File: src/rtl/audio_pkg.sv
// audio_pkg: shared sample type and I2S capture FSM states
package audio_pkg;
  localparam int AUDIO_WIDTH = 24;
  typedef logic signed [AUDIO_WIDTH-1:0] sample_t;
  typedef enum logic [1:0] {IDLE, WAIT_LEFT, SHIFT, PAD} i2s_state_t;
endpackage

File: src/rtl/sync_ff.sv
// sync_ff: STAGES-deep flop chain bringing one asynchronous bit into the clk domain
module sync_ff #(
  parameter int STAGES = 2
) (
  input  logic clk,
  input  logic rst_n,
  input  logic d,
  output logic q
);
  logic [STAGES-1:0] chain;
  always_ff @(posedge clk or negedge rst_n)
    if (!rst_n) chain <= '0;
    else chain <= {chain[STAGES-2:0], d};
  assign q = chain[STAGES-1];
endmodule

File: src/rtl/i2s_receiver.sv
// i2s_receiver: deserializes an asynchronous I2S stream into left/right sample pairs
module i2s_receiver
  import audio_pkg::*;
#(
  parameter int WIDTH       = AUDIO_WIDTH,
  parameter int SLOT_BITS   = 32,
  parameter int SYNC_STAGES = 2
) (
  input  logic                    clk,
  input  logic                    reset,
  input  logic                    enable,
  input  logic                    sclk_in,
  input  logic                    lrclk_in,
  input  logic                    sdata_in,
  output logic signed [WIDTH-1:0] left_out,
  output logic signed [WIDTH-1:0] right_out,
  output logic                    sample_valid,
  output logic                    frame_error
);
  localparam int CW = $clog2(SLOT_BITS + 1);
  logic sck_s, lr_s, sd_s;
  logic sck_prev, sck_rise, lr_q, sd_q, lr_prev;
  logic chan, word_done, hold_ok, boundary;
  logic [CW-1:0] bit_cnt;
  logic [WIDTH-1:0] shreg, left_hold;
  i2s_state_t state;

  sync_ff #(.STAGES(SYNC_STAGES)) u_sync_sck (.clk, .rst_n(reset), .d(sclk_in),  .q(sck_s));
  sync_ff #(.STAGES(SYNC_STAGES)) u_sync_lr  (.clk, .rst_n(reset), .d(lrclk_in), .q(lr_s));
  sync_ff #(.STAGES(SYNC_STAGES)) u_sync_sd  (.clk, .rst_n(reset), .d(sdata_in), .q(sd_s));

  // lrclk/sdata are latched with the rise so the FSM sees a stable bit one clk later
  always_ff @(posedge clk or negedge reset)
    if (!reset) begin
      sck_prev <= 1'b0;
      sck_rise <= 1'b0;
      lr_q     <= 1'b0;
      sd_q     <= 1'b0;
    end else begin
      sck_prev <= sck_s;
      sck_rise <= sck_s & ~sck_prev;
      if (sck_s & ~sck_prev) begin
        lr_q <= lr_s;
        sd_q <= sd_s;
      end
    end

  assign boundary = sck_rise && (lr_q != lr_prev);

  always_ff @(posedge clk or negedge reset)
    if (!reset) begin
      state        <= IDLE;
      chan         <= 1'b0;
      bit_cnt      <= '0;
      shreg        <= '0;
      left_hold    <= '0;
      word_done    <= 1'b0;
      hold_ok      <= 1'b0;
      lr_prev      <= 1'b0;
      left_out     <= '0;
      right_out    <= '0;
      sample_valid <= 1'b0;
      frame_error  <= 1'b0;
    end else begin
      sample_valid <= 1'b0;
      word_done    <= 1'b0;
      if (sck_rise) lr_prev <= lr_q;
      if (!enable) begin
        state       <= IDLE;
        bit_cnt     <= '0;
        hold_ok     <= 1'b0;
        frame_error <= 1'b0;
      end else begin
        if (word_done) begin
          if (!chan) begin
            left_hold <= shreg;
            hold_ok   <= 1'b1;
          end else if (hold_ok) begin
            left_out     <= left_hold;
            right_out    <= shreg;
            sample_valid <= 1'b1;
            hold_ok      <= 1'b0;
          end
        end
        case (state)
          IDLE: state <= WAIT_LEFT;
          WAIT_LEFT:
            if (boundary && !lr_q) begin
              chan    <= 1'b0;
              bit_cnt <= '0;
              hold_ok <= 1'b0;
              state   <= SHIFT;
            end
          SHIFT:
            if (boundary) begin
              // short slot: drop the partial word and realign on the new channel
              frame_error <= 1'b1;
              chan        <= lr_q;
              bit_cnt     <= '0;
              hold_ok     <= 1'b0;
            end else if (sck_rise) begin
              shreg   <= {shreg[WIDTH-2:0], sd_q};
              bit_cnt <= bit_cnt + 1'b1;
              if (bit_cnt == CW'(WIDTH - 1)) begin
                word_done <= 1'b1;
                state     <= PAD;
              end
            end
          PAD:
            if (boundary) begin
              chan    <= lr_q;
              bit_cnt <= '0;
              state   <= SHIFT;
              if (!lr_q) hold_ok <= 1'b0;
            end
          default: state <= IDLE;
        endcase
      end
    end
endmodule

File: config.mk
export PLATFORM = sky130hd
export DESIGN_NAME = i2s_receiver
export DESIGN_NICKNAME = d
export VERILOG_FILES = /design/src/rtl/audio_pkg.sv /design/src/rtl/sync_ff.sv /design/src/rtl/i2s_receiver.sv
export SDC_FILE = /design/constraint.sdc
export NUM_CORES = 1
export LEC_CHECK = 0
export CAP_MARGIN = 20
export CORE_UTILIZATION = 35
export CTS_CLUSTER_DIAMETER = 200
export DETAILED_ROUTE_END_ITERATION = 12
export DONT_BUFFER_PORTS = 1
export GPL_ROUTABILITY_DRIVEN = 0
export MAX_ROUTING_LAYER = met4
export PLACE_DENSITY_LB_ADDON = 0.25
export RECOVER_POWER = 25
export SYNTH_ARGS = -nofsm -noshare
export SYNTH_HDL_FRONTEND = slang
export SYNTH_SLANG_ARGS = --single-unit
export TNS_END_PERCENT = 30
File: constraint.sdc
create_clock -name clk -period 2.2 [get_ports clk]
set_clock_uncertainty 0.2 [all_clocks]
set_input_delay 0.44 -clock clk [delete_from_list [all_inputs] [get_ports clk]]
set_output_delay 0.44 -clock clk [all_outputs]
set_load 0.005 [all_outputs]
==> run summary <==
The run finished, with violations left. The checks that failed: hold timing. The logs give 495 MHz for the maximum operating frequency and -0.466 ns for the worst hold-check slack. Among all flip-flop cells after synthesis, the most frequent one is sky130_fd_sc_hd__dfrtp_1. Counting cells, the worst reg-to-reg path comes to 4. The cell count after synthesis is 438, and the proportion of layout cells with a drive suffix above 1 is 15.1%. Leading area contributor after synthesis: sky130_fd_sc_hd__dfrtp_1. The commonest cells after synthesis are sky130_fd_sc_hd__nand2_1 (221), sky130_fd_sc_hd__dfrtp_1 (120), sky130_fd_sc_hd__mux2_2 (26). The tools report the maximum number of buffers from clock root to sink as 2. Port buffering added 0 buffers. Clock-pin slew was measured on the worst setup and hold paths at 0.06 ns. For this configuration, the core starts out at a cell density of 36.1%.

The number of enable-type register cells in the synthesized netlist came out at 0. The post-route fraction of the period consumed by the critical path works out to 91.8%. The run gives 0 as the Yosys warning count. The logs give 0 for the max-cap violation count and 4590 µm² for the post-synthesis instance area. TritonCTS built the clock tree. The worst setup path is captured at a flop.

For the finished layout, the period the worst path requires is 2.02 ns. Buffers inserted during clock tree synthesis total 17. The detailed-route wire length per cell came out at 14.2 µm. Data on the critical path is required at its endpoint by 2.29 ns. For this design, the CTS-stage hold fixing added 4 buffers. The logs give 4 for the CTS H-tree depth and 2964 for the via count of the first global-routing pass. The slew at the pin closest to its max-slew limit is 0.896 ns. In this run the critical register-to-register path is captured at bit_cnt[5]. Static leakage power: 2.88 nW.

The clock net sink count is 120. For the via count, the log shows 2953. For the full die area, the log shows 13600 µm².

The logs give 4 for the detailed-routing iteration count for the pre-antenna-repair pass and 458 for the number of nets at the end of the flow. The design draws 0.00524 W. For the number of endpoints with negative hold slack in the final report, the log shows 120. For flop-to-flop paths, the worst setup slack is 0.18 ns. The maximum ir drop on the vdd rail came out at 506 µV. The startpoint identified for the worst register-to-register timing path is lr_q. The number of antenna cells inserted came out at 0. The gate family responsible for the most delay along the worst path was XOR/XNOR gates. At the later pin of the worst-skew pair, clock insertion delay measures 0.41 ns. The final non-filler cell total was 636; the number of placed instances, taps included was 599. The run gives 0 as the initial antenna violation count. CTS placed an instance of sky130_fd_sc_hd__clkbuf_16 at the clock tree root.

In the routed layout, each cell is associated on average with a via count of 4.64. Final count of pins violating max slew: 0. Area fraction of the dominant cell type after synthesis: 65.4%. Compared with the post-synthesis result, the final layout area differs by 18.4%. Along the worst path, the maximum fanout reaches 7. Critical path startpoint category: a flop.

In this run the power density over the cells is 963 nW/µm². The final-layout setup total negative slack was 0 ns; the number of setup violations in the final report was 0. Setup repair after global routing left no endpoint under its margin.

The most common cell in the netlist is sky130_fd_sc_hd__nand2_1. The tools report the sum of net half-perimeters after detailed placement as 5400 µm. In this run the horizontal extent of the chip is 117 µm.

Ranked by total cell area, the synthesized netlist is headed by sky130_fd_sc_hd__dfrtp_1 (65%), sky130_fd_sc_hd__nand2_1 (18%), sky130_fd_sc_hd__mux2_2 (6.4%). After synthesis, the mean cell area works out to 10.5 µm². Type of the setup path with the least slack: flop to flop.

For the total wire length after detailed routing, the log shows 9030 µm. The class of the tightest hold or removal check was input pin to async pin. For the sequential-to-total area share from yosys stat, the log shows 65.4%.

The total overflow left after global routing is 0. The count of nets left with antenna violations once routing finished came out at 0. After detailed routing, the number of remaining DRC violations is 0.

Entering global routing, the biggest net connects 121 pins. The layout has 1285 filler cells. Violation count after the first detailed-routing iteration: 131. The synthesized netlist contains 38 unique library cells.

The post-CTS setup buffer count was 0; the arrival time reported for the critical path endpoint was 2.11 ns. The cell type of the slowest stage on the worst timing path was sky130_fd_sc_hd__xor2_1. From bottom edge to top edge, the die measures 117 µm.

Traced cell by cell, the critical path runs through xor2_1, or3_1, nor3_2, a211o_1. The first global-routing pass estimated 15000 µm of wire. Counting flops and latches in the post-synthesis netlist gives 120. The async set-reset flop share out of synthesis was 100%; the net count of the mapped netlist was 445. Row generation in the floorplan step produced 41 rows. In this run the standard cell core region covers 12700 µm². Together, buffers and inverters on the worst path number 0.

The largest single stage delay on the critical path is 0.55 ns. In this run the count of I/O pins placed on the die edge is 56. In the global route stage, overall resource usage came out at 15.5%. Remaining max-slew budget at the tightest pin: 39.9%.
==> layout make-up <==
type | instances | area, µm² | share of cell area (%)
Clock inverter | 15 | 203 | 3.73
Timing Repair Buffer | 11 | 92.6 | 1.70
Inverter | 4 | 15.0 | 0.276
Clock buffer | 17 | 425 | 7.83
Sequential cell | 120 | 3000 | 55.3
Multi-Input combinational cell | 297 | 1480 | 27.2
Tap cell | 172 | 215 | 3.96
==> stage by stage <==
step	util, %	worst slack [ns]	area (µm²)
floorplan	-	0.444	4590
global placement	37.4	0.0831	4760
detailed placement	37.4	0.0212	4760
CTS	42.7	0.174	5430
global route	42.7	0.0101	5430
finish	42.7	0.181	5430
==> worst max-delay path by stage <==
stage	from	to	slack [ns]	cells past startpoint
2_1_floorplan	enable	shreg[10]	0.44	7
3_3_place_gp	lr_q	bit_cnt[5]	0.08	4
3_5_place_dp	lr_q	bit_cnt[5]	0.02	4
4_1_cts	lr_q	bit_cnt[2]	0.17	4
5_1_grt	state[0]	shreg[12]	0.01	4
6_report	lr_q	bit_cnt[5]	0.18	4
==> power by group <==
| group | total, W | switching, W | internal (W) |
|---|---|---|---|
| clock network | 0.00292 | 0.00102 | 0.00190 |
| logic | 0.0000664 | 0.0000388 | 0.0000276 |
| registers | 0.00225 | 0.0000199 | 0.00223 |
==> state kept, by name, summed over array words and instances (netlist names), 6 cells and up <==
register	cells
right_out	24
shreg	24
left_out	24
left_hold	24
bit_cnt	6
==> metal layers <==
| layer | global-route usage (%) | up-vias | part of all wire [%] |
|---|---|---|---|
| li1 | - | 1431 | - |
| met1 | 19.4 | 1444 | 47 |
| met2 | 22.5 | 64 | 45 |
| met3 | 5.35 | 14 | 5.6 |
| met4 | 7.44 | 0 | 2.0 |
| met5 | - | - | 0 |
==> worst register-to-register path: stages, from the launching register on <==
cell and delay [ns]:
sky130_fd_sc_hd__dfrtp_1 0.44, sky130_fd_sc_hd__xor2_1 0.55, sky130_fd_sc_hd__or3_1 0.36, sky130_fd_sc_hd__nor3_2 0.08, sky130_fd_sc_hd__a211o_1 0.27
==> repair_timing <==
action	CTS	global route
setup endpoints to repair	1	0
resized for setup	0	0
hold endpoints to repair	128	120
==> layout by cell type (no fill, tap or decap), types with 2 or more instances in the layout <==
master / instances
sky130_fd_sc_hd__or2_2: 2
sky130_fd_sc_hd__nand2_1: 221
sky130_fd_sc_hd__clkinvlp_4: 5
sky130_fd_sc_hd__nor3_2: 2
sky130_fd_sc_hd__dlygate4sd3_1: 4
sky130_fd_sc_hd__inv_1: 3
sky130_fd_sc_hd__clkinv_4: 3
sky130_fd_sc_hd__a31oi_1: 2
sky130_fd_sc_hd__nand4_1: 2
sky130_fd_sc_hd__a22o_1: 2
sky130_fd_sc_hd__dfrtp_1: 120
sky130_fd_sc_hd__clkinv_2: 2
sky130_fd_sc_hd__and2_1: 2
sky130_fd_sc_hd__nor2_1: 3
sky130_fd_sc_hd__clkbuf_16: 17
sky130_fd_sc_hd__bufinv_16: 4
sky130_fd_sc_hd__nand3b_1: 2
sky130_fd_sc_hd__o211ai_1: 2
sky130_fd_sc_hd__nor2b_1: 6
sky130_fd_sc_hd__mux2_2: 26
sky130_fd_sc_hd__o21a_1: 2
sky130_fd_sc_hd__o21ai_0: 2
sky130_fd_sc_hd__buf_4: 7
sky130_fd_sc_hd__nand3_1: 3
sky130_fd_sc_hd__a21oi_1: 3
==> logic make-up (layout without fill, tap and decap cells) <==
kind of cell | Yosys count | in the layout | synth area share (%)
DFF | 120 | 120 | 65.4
muxes | 26 | 26 | 6.38
and+or+nand+nor | 248 | 249 | 21.9
adders and majority gates | 1 | 1 | 0.273
xor gates and xnor gates | 2 | 2 | 0.382
buffers and inverters | 22 | 47 | 2.67
AOI/OAI and AO/OA | 19 | 19 | 3.00
(Power assumes the default switching activity.)
